==> src/rtl/glitch_detector.sv <==
// Measures high/low phase widths of an asynchronous signal in the CLK domain and flags short phases as glitches.
// Optional minimum-width tracking is enabled by defining GLITCH_DETECT_MINWIDTH_EN.
module glitch_detector #(
  parameter int WIDTH     = 24,
  parameter int MIN_PULSE = 8
) (
  input  logic             clk_i,
  input  logic             rst_i,
  input  logic             sig_in_i,
  input  logic             clr_i,
  output logic             width_valid_o,
  output logic [WIDTH-1:0] last_width_o,
  output logic             last_level_o,
  output logic             glitch_o,
  output logic [15:0]      glitch_cnt_o,
  output logic             stuck_o,
  output logic [WIDTH-1:0] min_width_o
);

  localparam logic [WIDTH-1:0] CNT_MAX     = {WIDTH{1'b1}};
  localparam logic [WIDTH-1:0] CNT_ONE     = {{(WIDTH-1){1'b0}}, 1'b1};
  localparam logic [WIDTH-1:0] MIN_PULSE_C = WIDTH'(MIN_PULSE);

  typedef enum logic [0:0] {
    ST_IDLE    = 1'b0,
    ST_MEASURE = 1'b1
  } state_e;

  state_e           state_q;
  logic             s1_q, s2_q, s3_q;
  logic             edge_s;
  logic             report_s;
  logic             glitch_s;
  logic [WIDTH-1:0] cnt_q, cnt_d;
  logic [15:0]      glitch_cnt_q, glitch_cnt_d;
  logic [15:0]      glitch_base_s;
  logic             width_valid_q;
  logic             glitch_q;
  logic             last_level_q;
  logic             stuck_q;
  logic [WIDTH-1:0] last_width_q;

  // Two-flop synchronizer plus history flop for edge detection.
  always_ff @(posedge clk_i) begin
    if (rst_i) begin
      s1_q <= 1'b0;
      s2_q <= 1'b0;
      s3_q <= 1'b0;
    end else begin
      s1_q <= sig_in_i;
      s2_q <= s1_q;
      s3_q <= s2_q;
    end
  end

  assign edge_s   = s2_q ^ s3_q;
  assign report_s = (state_q == ST_MEASURE) && edge_s;
  assign glitch_s = report_s && (cnt_q < MIN_PULSE_C);

  // Phase counter next state: restart on every edge, saturate at all-ones.
  always_comb begin
    cnt_d = cnt_q;
    if (edge_s) begin
      cnt_d = CNT_ONE;
    end else if (cnt_q != CNT_MAX) begin
      cnt_d = cnt_q + CNT_ONE;
    end else begin
      cnt_d = CNT_MAX;
    end
  end

  // Glitch counter next state: a clear takes effect before a coincident glitch is counted.
  always_comb begin
    glitch_base_s = clr_i ? 16'h0000 : glitch_cnt_q;
    glitch_cnt_d  = glitch_base_s;
    if (glitch_s && (glitch_base_s != 16'hFFFF)) begin
      glitch_cnt_d = glitch_base_s + 16'h0001;
    end else begin
      glitch_cnt_d = glitch_base_s;
    end
  end

  // Measurement FSM with registered report strobes and status.
  always_ff @(posedge clk_i) begin
    if (rst_i) begin
      state_q       <= ST_IDLE;
      cnt_q         <= {WIDTH{1'b0}};
      glitch_cnt_q  <= 16'h0000;
      width_valid_q <= 1'b0;
      glitch_q      <= 1'b0;
      last_width_q  <= {WIDTH{1'b0}};
      last_level_q  <= 1'b0;
      stuck_q       <= 1'b0;
    end else begin
      cnt_q         <= cnt_d;
      glitch_cnt_q  <= glitch_cnt_d;
      width_valid_q <= 1'b0;
      glitch_q      <= 1'b0;
      case (state_q)
        ST_IDLE: begin
          // The first phase after arming is partial, so it is never reported.
          if (edge_s) begin
            state_q <= ST_MEASURE;
            stuck_q <= 1'b0;
          end else begin
            state_q <= ST_IDLE;
          end
        end
        ST_MEASURE: begin
          if (report_s) begin
            last_width_q  <= cnt_q;
            last_level_q  <= s3_q;
            width_valid_q <= 1'b1;
            glitch_q      <= glitch_s;
          end else if (cnt_q == CNT_MAX) begin
            stuck_q <= 1'b1;
            state_q <= ST_IDLE;
          end else begin
            state_q <= ST_MEASURE;
          end
        end
        default: begin
          state_q <= ST_IDLE;
        end
      endcase
    end
  end

`ifdef GLITCH_DETECT_MINWIDTH_EN
  logic [WIDTH-1:0] min_width_q, min_width_d;
  logic [WIDTH-1:0] min_base_s;

  // Running minimum of reported widths; a clear restarts it before a coincident report.
  always_comb begin
    min_base_s  = clr_i ? CNT_MAX : min_width_q;
    min_width_d = min_base_s;
    if (report_s && (cnt_q < min_base_s)) begin
      min_width_d = cnt_q;
    end else begin
      min_width_d = min_base_s;
    end
  end

  // Minimum-width register.
  always_ff @(posedge clk_i) begin
    if (rst_i) begin
      min_width_q <= CNT_MAX;
    end else begin
      min_width_q <= min_width_d;
    end
  end

  assign min_width_o = min_width_q;
`else
  assign min_width_o = CNT_MAX;
`endif

  assign width_valid_o = width_valid_q;
  assign last_width_o  = last_width_q;
  assign last_level_o  = last_level_q;
  assign glitch_o      = glitch_q;
  assign glitch_cnt_o  = glitch_cnt_q;
  assign stuck_o       = stuck_q;

endmodule
==> config.mk <==
export PLATFORM = sky130hd
export DESIGN_NAME = glitch_detector
export DESIGN_NICKNAME = d
export VERILOG_FILES = /design/src/rtl/glitch_detector.sv
export SDC_FILE = /design/constraint.sdc
export NUM_CORES = 1
export LEC_CHECK = 0
export CORE_MARGIN = 2
export CORE_UTILIZATION = 45
export DETAILED_ROUTE_END_ITERATION = 8
export PLACE_DENSITY = 0.76
export SYNTH_ARGS = -nofsm -noshare
export SYNTH_HDL_FRONTEND = slang
export SYNTH_SLANG_ARGS = --single-unit
==> constraint.sdc <==
create_clock -name clk_i -period 2.8 [get_ports clk_i]
set_input_delay 0.42 -clock clk_i [delete_from_list [all_inputs] [get_ports clk_i]]
set_output_delay 0.42 -clock clk_i [all_outputs]
set_load 0.05 [all_outputs]
==> summary.txt, run 1 <==
Global route
  • GRT Total Usage: 0.192
  • Number of global-route vias before repair: 2,747
  • First-pass GRT wire length: 13,100 um
  • Total grt overflow: 0
  • Largest net degree at the start of global routing: 42
  • Initial antenna violation count: 0

CTS
  • Clock Latency Late Sink: 0.34 ns
  • Clk sink count: 72
  • Root Driver: clkbuf_8
  • Clock Tree Buf Depth: 2
  • Post_cts resized: 0
  • Hold Buf Count CTS: 0
  • Clock-pin slew on the worst setup and hold paths: about 0.07 ns
  • # Post-CTS Setup Buffers: 0
  • CTS tree: done
  • TritonCTS Buffers: 9
  • H-tree levels: 3

Timing
  • Final Cycle Share: 0.886
  • Final Hold Fails: 0
  • Measured slew at the worst slew-check pin: 0.847 ns
  • Post-route setup TNS: 0 ns
  • Setup Skew: 0.00802 ns
  • FMAX: 403 MHz
  • RSZ-0062 raised after global routing: false
  • Endpoints failing setup: 0
  • Fin crit period: around 2.5 ns
  • Final hold slack: 0.442 ns
  • Final Max Slew Viols: 0
  • Slew headroom: 0.434

Floorplanning
  • Placeable Area: 7330 um^2
  • Total Die Area: 8350 um^2
  • Initial Utilization: 0.469
  • Vert. Die Dim: 91.4 um
  • Die width: 91.4 um
  • Row count: 31
  • Num ports: 72

Layout
  • Non-Filler Instances: roughly 560
  • Area growth from synthesis to layout: 18.5%
  • Post-route cell area: around 4000 um^2
  • Final Core Density: 0.555
  • Number of diodes: 0
  • Fillers: 663
  • Nets: 458
  • Layout cells sized above 1: 0.0965

Placed design
  • Dpl hpwl: 5150 um
  • Placed Area: 3860 um^2
  • Port buffer count: 47
  • GP Congestion: 0.885
  • DP Cell Count: 540

Routing
  • Via count: 2,988
  • # DRC: 0
  • DR vias/cell: ~5.4
  • WL final: between 7000 and 8000 um
  • Post-DR wirelength/cell: 13.8 um
  • 1st-iter DRT viols: 123
  • Pre-Repair DR Iteration Count: 4
  • Final ANT Viol Nets: 0

Hold path
  • WHS Path Cells: 1
  • Hold Crit Endpoint: s2_q
  • Launch point of the worst hold path: s1_q
  • Tightest Hold Check Type: reg -> reg

Critical path
  • Worst-path cell chain: nor4_1, nand3_1, or3_4, or4_1, a21oi_1
  • Startpoint Class: flop
  • Worst Path Arrival: around 2.8 ns
  • Max incr delay on CP: 0.56 ns
  • Critical setup path kind: reg -> reg
  • RR Endpoint: glitch_cnt_o[7]
  • RR Startpoint: cnt_q[6]
  • Req. time, crit path: 3.08 ns
  • Worst Path Max Fanout: 24
  • FF-to-FF setup slack: approximately 0.32 ns
  • FF-to-FF path depth: 5
  • Slowest library cell on the worst path: nor4_1
  • Crit. End Element: flop
  • Top Family by Delay on Critical Path: simple AND/OR/NAND/NOR gates
  • CP Buf/Inv Count: 0

Yosys
  • Yosys warns: 0
  • Gate Count Post-Synth: slightly above 400
  • Synth Register Bits: 72
  • Synthesized area per cell: between 8 and 9 um^2
  • Synth area leader: dfxtp_1
  • Main synth FF type: dfxtp_1
  • FFs w/ async S/R, synth: 0
  • Number of synthesized flops with an enable pin: 0
  • Leading post-synthesis cells by cell area: dfxtp_1, nand2_1, a21oi_1, buf_4, xnor2_1
  • Netlist cell types: 47
  • Register area share after synthesis: 0.420
  • Yosys top cell area share: 0.420
  • Mapped Area: 3430 um^2

Flow run
  • MaxCap Viol Count: 0

Pwr
  • PD cells: between 400 and 500 nW/um^2
  • Maximum VDD drop: 0.278 mV
  • Leakage: 1.33 nW

Outcome
  • Status: complete, no violations
state kept, by name (all words and copies together) (netlist names):
name / count
glitch_o: 1
state_q: 1
s3_q: 1
stuck_o: 1
glitch_cnt_o: 16
last_width_o: 24
s2_q: 1
last_level_o: 1
cnt_q: 24
width_valid_o: 1
s1_q: 1
where the power goes:
group	internal [mW]	total, mW	switching (mW)	leakage, nW
clock	0.477	0.846	0.369	0.108
sequential	1.03	1.04	0.0104	0.581
combinational	0.0238	0.143	0.120	0.643
total	1.53	2.03	0.499	1.33
worst max path at each step:
stage	startpoint	endpoint	slack (ns)	cells after the start
4_1_cts	cnt_q[6]	glitch_cnt_o[7]	0.33	5
5_1_grt	cnt_q[6]	glitch_cnt_o[12]	0.16	5
3_3_place_gp	clr_i	glitch_cnt_o[12]	0.13	8
3_5_place_dp	clr_i	glitch_cnt_o[12]	0.12	8
6_report	cnt_q[6]	glitch_cnt_o[7]	0.32	5
2_1_floorplan	glitch_cnt_o[0]	glitch_cnt_o[12]	0.37	7
per-layer routing:
metal,GRT usage,vias to the layer above,routed length [um]
met5,0,-,0
met4,0.0909,0,214
met3,0.0332,20,270
met2,0.323,73,3700
met1,0.237,1425,3450
li1,-,1470,-
synthesized netlist by cell type (4+ instances only):
library cell	count
buf_6	4
nand3_1	21
nand4_1	9
buf_4	25
a21oi_1	46
nor2_1	11
or4_1	8
nor2b_1	10
or3_1	5
clkbuf_1	12
inv_1	9
a21oi_2	11
nand2_1	70
and3_1	4
nor3_1	16
dfxtp_1	72
o31ai_1	8
nor4_1	6
o21ai_0	7
xor2_1	4
xnor2_1	15
layout make-up:
| type | count | area [um^2] | share of cell area |
|---|---|---|---|
| Multi-Input combinational cell | 306 | 1740 | 0.428 |
| Sequential cell | 72 | 1440 | 0.354 |
| Timing Repair Buffer | 54 | 523 | 0.129 |
| Clock buffer | 12 | 165 | 0.0406 |
| Tap cell | 99 | 124 | 0.0304 |
| Clock inverter | 3 | 40.0 | 0.00984 |
| Inverter | 9 | 33.8 | 0.00830 |
kinds of logic after synthesis:
kind of cell | Yosys count | synth area share
flip-flops | 72 | 0.420
multiplexers | 3 | 0.00911
buffers and inverters | 54 | 0.0984
other | 1 | 0.00109
AND/OR/NAND/NOR | 173 | 0.259
AO/OA/AOI/OAI | 85 | 0.157
XOR/XNOR | 19 | 0.0485
adder cells (fa/ha/maj) | 2 | 0.00728
placed cells by master (no fill, tap or decap), types with 9 or more instances in the layout:
cell type,netlist,layout
nand3_1,21,21
clkdlybuf4s50_1,0,47
nor3_1,16,16
xnor2_1,15,15
clkbuf_8,1,12
nor2_1,11,11
dfxtp_1,72,72
inv_1,9,9
a21oi_1,46,46
a21oi_2,11,11
conb_1,1,24
nand4_1,9,9
nor2b_1,10,10
nand2_1,70,70
metrics by stage:
| step | power [mW] | worst slack, ns |
|---|---|---|
| global route | 2.09 | 0.156 |
| CTS | 2.04 | 0.333 |
| floorplan | 1.21 | 0.365 |
| detailed placement | 1.21 | 0.116 |
| finish | 2.03 | 0.320 |
| global placement | 1.21 | 0.129 |
(Power assumes the default switching activity.)
==> run 2: changes to the inputs <==
Settings changed: CAP_MARGIN set to 25, SKIP_CTS_REPAIR_TIMING set to 1.
==> results of run 2 <==
The final DEF is identical to that of run 1; final timing and power are the same.
==> run 3: changes to the inputs <==
Settings changed: CORE_MARGIN 2 to not set, TNS_END_PERCENT set to 50.
==> summary.txt, run 3 (synthesis gave the netlist of run 1 again) <==
Routing
  • # DRC: 0 (unchanged)
  • Final ANT Viol Nets: 0 (unchanged)
  • WL final: 7590 um (-0.59%)
  • Pre-Repair DR Iteration Count: 4 (unchanged)
  • Via count: 2,980 (-0.27%)
  • DR vias/cell: 5.37 (-0.27%)
  • Post-DR wirelength/cell: 13.7 um (-0.59%)
  • 1st-iter DRT viols: 190 (+54%)

CTS
  • Clk sink count: 72 (unchanged)
  • CTS tree: done
  • Root Driver: clkbuf_8
  • TritonCTS Buffers: 9 (unchanged)
  • Clock Tree Buf Depth: 2 (unchanged)
  • Clock Latency Late Sink: 0.35 ns (about the same)
  • H-tree levels: 3 (unchanged)
  • Clock-pin slew on the worst setup and hold paths: 0.08 ns (about the same)

Critical path
  • Worst Path Arrival: 2.81 ns (+0.06 ns)
  • Worst Path Max Fanout: 24 (unchanged)
  • Startpoint Class: flop
  • Crit. End Element: flop
  • CP Capture Point: glitch_cnt_o[7]
  • Setup crit start: cnt_q[6]
  • RR Endpoint: glitch_cnt_o[7]
  • FF-to-FF setup slack: 0.27 ns (-0.05 ns)
  • Req. time, crit path: 3.08 ns (about the same)
  • Critical setup path kind: reg -> reg
  • FF-to-FF path depth: 5 (unchanged)
  • RR Startpoint: cnt_q[6]

Placed design
  • Placed Area: 3870 um^2 (+0.19%)
  • Port buffer count: 47 (unchanged)
  • DP Cell Count: 541 (+0.19%)
  • GP Congestion: 0.852 (-3.8%)
  • Dpl hpwl: 5220 um (+1.2%)

Global route
  • First-pass GRT wire length: 12,700 um (-2.7%)
  • GRT Total Usage: 0.208 (+0.0161)
  • Number of global-route vias before repair: 2,703 (-1.6%)
  • Largest net degree at the start of global routing: 42 (unchanged)
  • Initial antenna violation count: 0 (unchanged)
  • Total grt overflow: 0 (unchanged)

Timing
  • Endpoints failing setup: 0 (unchanged)
  • Measured slew at the worst slew-check pin: 0.834 ns (-0.0132 ns)
  • Final Max Slew Viols: 0 (unchanged)
  • Final Cycle Share: 0.904 (+0.0182)
  • Post-route setup TNS: 0 ns (unchanged)
  • Fin crit period: 2.53 ns (+0.0510 ns)
  • Setup Skew: 0.00858 ns (+0.000558 ns)
  • FMAX: 395 MHz (-2.0%)
  • Slew headroom: 0.443 (+0.00879)
  • RSZ-0062 raised after global routing: false
  • Final Hold Fails: 0 (unchanged)

Flow run
  • MaxCap Viol Count: 0 (unchanged)

Layout
  • Area growth from synthesis to layout: 17.8%
  • Most common cell after layout, fill and taps aside: dfxtp_1
  • Nets: 459 (+0.22%)
  • Layout cells sized above 1: 0.0965 (unchanged)
  • Most frequent cells in the layout: dfxtp_1, nand2_1, clkdlybuf4s50_1
  • Post-route cell area: 4050 um^2 (-0.58%)
  • Number of diodes: 0 (unchanged)
  • Final Core Density: 0.552 (-0.00324)
  • Non-Filler Instances: 555 (unchanged)

Floorplanning
  • Die width: 89.4 um (-2.2%)
  • Num ports: 72 (unchanged)
  • Vert. Die Dim: 89.4 um (-2.2%)
  • Row count: 31 (unchanged)
  • Placeable Area: 7330 um^2 (unchanged)
  • Initial Utilization: 0.469 (unchanged)
  • Total Die Area: 7990 um^2 (-4.3%)

Hold path
  • Tightest Hold Check Type: reg -> reg

Pwr
  • PD cells: 482 nW/um^2 (-3.3%)
  • Maximum VDD drop: 0.250 mV (-10%)
  • Leakage: 1.32 nW (-0.72%)

Outcome
  • Status: complete, no violations
[run 3: cell types whose count changed in the layout (fill, tap and decap cells not counted), sizes merged]
cell and change:
clkbuf -3, clkinv +2, buf +1
[run 3: worst max-delay path, stage by stage, from the launching register on]
cell and delay [ns]:
dfxtp_1 0.38, nor4_1 0.58, nand3_1 0.25, or3_4 0.56, or4_1 0.55, a21oi_1 0.15
[run 3: where the power goes]
| part | leakage, nW | internal [mW] | switching, mW |
|---|---|---|---|
| combinational | 0.647 | 0.0236 | 0.119 |
| clock | 0.0945 | 0.395 | 0.373 |
| sequential | 0.581 | 1.03 | 0.0103 |
| total | 1.32 | 1.45 | 0.502 |
[run 3: cell type report]
| type | instances | area [um^2] |
|---|---|---|
| clock buffers | 9 | 124 |
| fillers | 690 | 3290 |
| multi-input cells | 306 | 1740 |
| inverters | 9 | 33.8 |
| well taps | 99 | 124 |
| clock inverters | 5 | 50.0 |
| repair buffers | 55 | 531 |
| flip-flops and latches | 72 | 1440 |
[run 3: how the worst min path moves through the flow]
stage,startpoint,endpoint,slack (ns),cells past startpoint
floorplan,s1_q,s2_q,0.41,1
global placement,s1_q,s2_q,0.42,1
detailed placement,s1_q,s2_q,0.44,1
CTS,last_width_o[21],last_width_o[21],0.46,2
global route,s1_q,s2_q,0.46,1
finish,s1_q,s2_q,0.45,1
[run 3: through the flow]
step	hold WS, ns	total power, mW	worst slack (ns)
floorplan	0.414	1.21	0.365
global placement	0.424	1.21	0.175
detailed placement	0.436	1.21	0.120
CTS	0.456	1.97	0.306
global route	0.464	2.03	0.178
finish	0.454	1.95	0.269
[run 3: layer usage]
layer / part of all wire / routed length [um] / global-route usage
met4: 0.018 / 134 / 0.0952
met5: 0 / 0 / 0
met3: 0.046 / 350 / 0.0443
met1: 0.44 / 3310 / 0.253
met2: 0.50 / 3800 / 0.351
==> RTL change 1, RTL diff (config.mk and constraints of run 1) <==
Register the input `sig_in_i` before use. The logic sees it one clock later. The other inputs are not delayed to match.
--- a/src/rtl/glitch_detector.sv
+++ b/src/rtl/glitch_detector.sv
@@ -27,4 +27,10 @@
   } state_e;
 
+  logic sig_in_q;
+
+  always_ff @(posedge clk_i) begin
+    sig_in_q <= sig_in_i;
+  end
+
   state_e           state_q;
   logic             s1_q, s2_q, s3_q;
@@ -48,5 +54,5 @@
       s3_q <= 1'b0;
     end else begin
-      s1_q <= sig_in_i;
+      s1_q <= sig_in_q;
       s2_q <= s1_q;
       s3_q <= s2_q;
Function: changed (a bounded check fails within 10 cycles, from zero or initial values and one cycle with rst_i high).
==> RTL change 1 against run 1 <==
Sequential cell count increased by 1. Routed wire length fell by 1.3%. Setup slack got worse by 0.0078 ns. Synthesized cell count grew 0.24%. Count of clock-buffer cells in the layout stayed put. Power is 0.14% lower. Synthesized area is 0.58% higher. First-iteration DRC count rose by 5.7%. Design area hardly changed. Critical path type unchanged.
==> RTL change 1: results (changes against run 1) <==
Outcome - completed
Post-CTS setup buffers - 0 (unchanged)
Antenna fix cells - 0 (unchanged)
Int Power - 1.52 mW (-0.65%)
Non-Filler Instances - 555 (unchanged)
Nets - 458 (unchanged)
Initial antenna violation count - 0 (unchanged)
Ratio of cells with drive above 1 in the final layout - 9.21% (-0.44 points)
Slew HR - 46.4% (+3.0 points)
Post-CTS sizing - 0 (unchanged)
Final WL - 7.54 mm (-1.3%)
# fillers - 639 (-3.6%)
Placed Cells - 540 (unchanged)
GRT Overall Usage - 18.7% (-0.46 points)
Starting DRT DRC Count - 130 (+5.7%)
Gpl congestion - 0.881 (-0.50%)
Clk slew on worst S/H paths - 0.08 ns
Synth top cells by count - dfxtp_1, nand2_1, a21oi_1, buf_4, nand3_1
Clock root buffer - clkbuf_8
Htree depth - 3 (unchanged)
Clock buffer depth - 2 (unchanged)
Final Skew - 0.0108 ns (+0.00274 ns)
Register area share after synthesis - 42.3% (+0.34 points)
Pin count of the biggest net entering global routing - 42 (unchanged)
Reg2reg setup slack - 0.31 ns
First-pass GRT wire length - 12.8 mm (-2.0%)
Lkg Pwr - 1.33 nW (-0.21%)
CP Capture Point - glitch_cnt_o[7]$_SDFF_PP0_
R2R Path End - glitch_cnt_o[7]$_SDFF_PP0_
Clock Latency Late Sink - 0.34 ns (about the same)
CTS Buf Count - 9 (unchanged)
Vias in the first global route - 2786 (+1.4%)
Hold Startpoint - sig_in_q$_DFF_P_
Top FF cell, synth - dfxtp_1
Max FO, Critical Path - 24 (unchanged)
Syn_area_per_cell - 8.43 sq um (+0.34%)
Worst Hold Endpoint - s1_q$_SDFF_PP0_
Yosys warns - 0 (unchanged)
Top cells by area, synth - dfxtp_1, nand2_1, a21oi_1, buf_4, xnor2_1
Via-to-Cell Ratio - 5.29 (-1.7%)
Netlist cell types - 47 (unchanged)
R2r worst-path depth - 5 (unchanged)
Worst Hold Class - flop to flop
Post-DP HPWL - 5.11 mm (-0.94%)
Peak VDD IR - 0.000248 V (-11%)
CP Launch Point - cnt_q[6]$_SDFF_PP0_
CP arrival - 2.75 ns (about the same)
Initial DRT Pass Iterations - 4 (unchanged)
Async SR Flop Fraction - 0% (unchanged)
-- RTL change 1: cell types whose count changed after synthesis --
cell,before,now
dfxtp_1,72,73
-- RTL change 1: area by class of cell --
type                            instances  area (sq um)  share of cell area [%]
Multi-Input combinational cell        306          1740                    42.8
Inverter                                9          33.8                   0.830
Tap cell                               99           124                    3.04
Sequential cell                        73          1460                    35.9
Timing Repair Buffer                   53           515                    12.7
Clock inverter                          3          40.0                   0.983
Clock buffer                           12           155                    3.81
-- RTL change 1: layer usage --
metal,vias up,GRT usage (%),share of wire (%)
li1,1470,-,-
met1,1384,22.9,46
met2,67,31.1,48
met3,16,3.86,3.7
met4,0,9.34,2.6
met5,-,0,0
-- RTL change 1: metrics by stage --
step | instance area (sq um) | hold slack [ns] | setup WS (ns)
floorplan | 3540 | 0.414 | 0.365
CTS | 4070 | 0.456 | 0.343
detailed placement | 3880 | 0.437 | 0.0999
finish | 4070 | 0.452 | 0.313
global route | 4070 | 0.477 | 0.200
global placement | 3880 | 0.415 | 0.149
-- RTL change 1: kinds of logic after synthesis --
family / share of synthesized area (%)
simple gates: 25.7
compound gates: 15.6
flops: 42.3
buf+inv: 9.78
xor+xnor: 4.82
mux: 0.905
fa+ha+maj: 0.724
other cells: 0.109
-- RTL change 1: power groups by stage --
stage | registers [mW] | logic (mW) | clock network, mW
after global routing | 1.06 | 0.151 | 0.896
after floorplan | 1.08 | 0.144 | 0
after CTS | 1.06 | 0.141 | 0.845
after global placement | 1.08 | 0.139 | 0
after detailed placement | 1.08 | 0.141 | 0
final | 1.06 | 0.142 | 0.829
-- RTL change 1: worst max-delay path: stages (launching register included) --
cell     delay, ns
dfxtp_1       0.38
nor4_1        0.55
nand3_1       0.25
or3_4         0.56
or4_1         0.53
a21oi_1       0.16
==> RTL change 2, RTL diff (config.mk and constraints of run 1) <==
Without the edit above. Set the parameter `WIDTH` to 48 (it was 24).
--- a/src/rtl/glitch_detector.sv
+++ b/src/rtl/glitch_detector.sv
@@ -2,5 +2,5 @@
 // Optional minimum-width tracking is enabled by defining GLITCH_DETECT_MINWIDTH_EN.
 module glitch_detector #(
-  parameter int WIDTH     = 24,
+  parameter int WIDTH     = 48,
   parameter int MIN_PULSE = 8
 ) (
Ports: changed (resized last_width_o and min_width_o); port bits go from 72 to 120. The function was not compared with the original's and may differ.
==> RTL change 2 against run 1 <==
Hold slack worse by 0.12 ns. Setup slack better by 0.099 ns. Non-clock buffer count is 27 higher. Power is 96% higher. Critical path depth is 3 higher. Routed wire length is 51% higher. Design area is 62% higher. Sequential cell count is 48 higher. Die area is 55% higher. Combinational power is 54% higher. Utilization is 0.10 points lower. Via count is 53% higher. Synthesized area is 57% higher. Critical endpoint is now glitch_cnt_o[1]$_SDFF_PP0_.
==> RTL change 2: results (changes against run 1) <==
Outcome - completed
Post-DP HPWL - 7.86 mm (+53%)
Clock root buffer - clkbuf_16
GRT Overall Usage - 18.4% (-0.78 points)
Starting DRT DRC Count - 254 (+110%)
Antenna fix cells - 0 (unchanged)
Final Skew - 0.00722 ns (-0.000800 ns)
Register area share after synthesis - 44.5% (+2.5 points)
Yosys warns - 0 (unchanged)
Nets - 723 (+58%)
Max FO, Critical Path - 12 (-50%)
Net Sw Power - 996 uW (+100%)
Max stage delay on crit path - 0.54 ns (-0.02 ns)
Post-CTS setup buffers - 0 (unchanged)
M1 WL - 5.40 mm (+57%)
Clock buffer depth - 2 (unchanged)
Hold Fails Final Rpt - 0 (unchanged)
Top cells by area, synth - dfxtp_1, nand2_1, a21oi_1, buf_4, xnor2_1
Peak VDD IR - 0.000271 V (-2.5%)
Synth top cells by count - dfxtp_1, nand2_1, a21oi_1, buf_4, nor2_1
Clk slew on worst S/H paths - 0.06 ns
Ratio of cells with drive above 1 in the final layout - 7.26% (-2.4 points)
# fillers - 1093 (+65%)
Lkg Pwr - 2.26 nW (+69%)
First-pass GRT wire length - 19.1 mm (+46%)
Pin count of the biggest net entering global routing - 60 (+43%)
CTS Buf Count - 17 (+8)
Wire length per cell - 13.1 um (-4.5%)
Gpl congestion - 0.831 (-6.1%)
CP arrival - 2.67 ns (-0.08 ns)
Initial antenna violation count - 0 (unchanged)
Async SR Flop Fraction - 0% (unchanged)
Worst Hold Class - input port to flop
Post-Place Cell Area - 6000 sq um (+55%)
Metal2 WL - 5.32 mm (+44%)
Vias in the first global route - 4018 (+46%)
Clock Latency Late Sink - 0.41 ns (+0.07 ns)
Netlist cell types - 45 (-4.3%)
Routed via count - 4558 (+53%)
Max Slew Vio Count - 0 (unchanged)
PortBufs - 71 (+51%)
Initial DRT Pass Iterations - 4 (unchanged)
Htree depth - 4 (+1)
Highest routed layer - met4
Delay-heaviest family, CP - simple AND/OR/NAND/NOR gates
WL met3 - 590 um (+120%)
Post-CTS sizing - 0 (unchanged)
Slowest stage cell, crit path - clkdlybuf4s50_1
Worst-Margin Slew - 0.889 ns (+0.0425 ns)
==> RTL change 2: worst register-to-register path, stage by stage (launching register included) <==
cell     delay [ns]
dfxtp_1        0.35
nor4_1         0.43
nand4_1        0.22
nor4_4         0.38
nand2_2        0.21
or4_1          0.50
a21oi_1        0.14
==> RTL change 2: cells by family (layout without fill, tap and decap cells) <==
group                    Yosys count  in the layout  share of synthesized area (%)
adder cells (fa/ha/maj)            2              2                          0.463
XOR/XNOR                          49             49                           7.94
other                              1             48                         0.0694
multiplexers                       1              1                          0.185
flip-flops                       120            120                           44.5
AND/OR/NAND/NOR                  269            269                           24.4
AO/OA/AOI/OAI                    118            118                           11.7
buffers and inverters             97            123                           10.8
==> RTL change 2: path summary, 6_finish.rpt <==
kind / start / to / slack (ns) / depth (start not counted)
setup reg to reg: cnt_q[38]$_SDFF_PP0_ / glitch_cnt_o[9]$_SDFF_PP0_ / 0.49 / 6
setup / recovery: clr_i / glitch_cnt_o[1]$_SDFF_PP0_ / 0.42 / 8
hold / removal: rst_i / glitch_cnt_o[4]$_SDFF_PP0_ / 0.32 / 2
hold reg to reg: s1_q$_SDFF_PP0_ / s2_q$_SDFF_PP0_ / 0.43 / 1
==> RTL change 2: metrics by stage <==
stage          hold slack (ns)  utilization, %  setup WS, ns  std cells
2_1_floorplan            0.414               -         0.443        704
3_3_place_gp             0.425            50.6         0.136        845
3_5_place_dp             0.435            50.6       0.00915        845
4_1_cts                  0.305            55.4         0.440        877
5_1_grt                  0.310            55.4         0.249        877
6_report                 0.322            55.4         0.420        877
==> RTL change 2: routing by layer <==
metal	global-route usage, %	vias to the layer above
met4	7.89	0
met2	28.1	133
met5	0	-
li1	-	2266
met3	4.73	19
met1	24.7	2140
==> RTL change 2: layout make-up <==
| cell class | instances | area [sq um] | area share, % |
|---|---|---|---|
| Tap cell | 147 | 184 | 2.80 |
| Clock inverter | 14 | 129 | 1.96 |
| Inverter | 10 | 37.5 | 0.571 |
| Timing Repair Buffer | 81 | 781 | 11.9 |
| Multi-Input combinational cell | 487 | 2600 | 39.5 |
| Clock buffer | 18 | 439 | 6.68 |
| Sequential cell | 120 | 2400 | 36.6 |
==> RTL change 2: power groups by stage <==
stage | logic, mW | registers, mW | clock network (mW)
6_report | 0.220 | 1.72 | 2.04
5_1_grt | 0.233 | 1.72 | 2.15
4_1_cts | 0.220 | 1.72 | 2.08
3_5_place_dp | 0.219 | 1.76 | 0
3_3_place_gp | 0.217 | 1.76 | 0
2_1_floorplan | 0.247 | 1.76 | 0
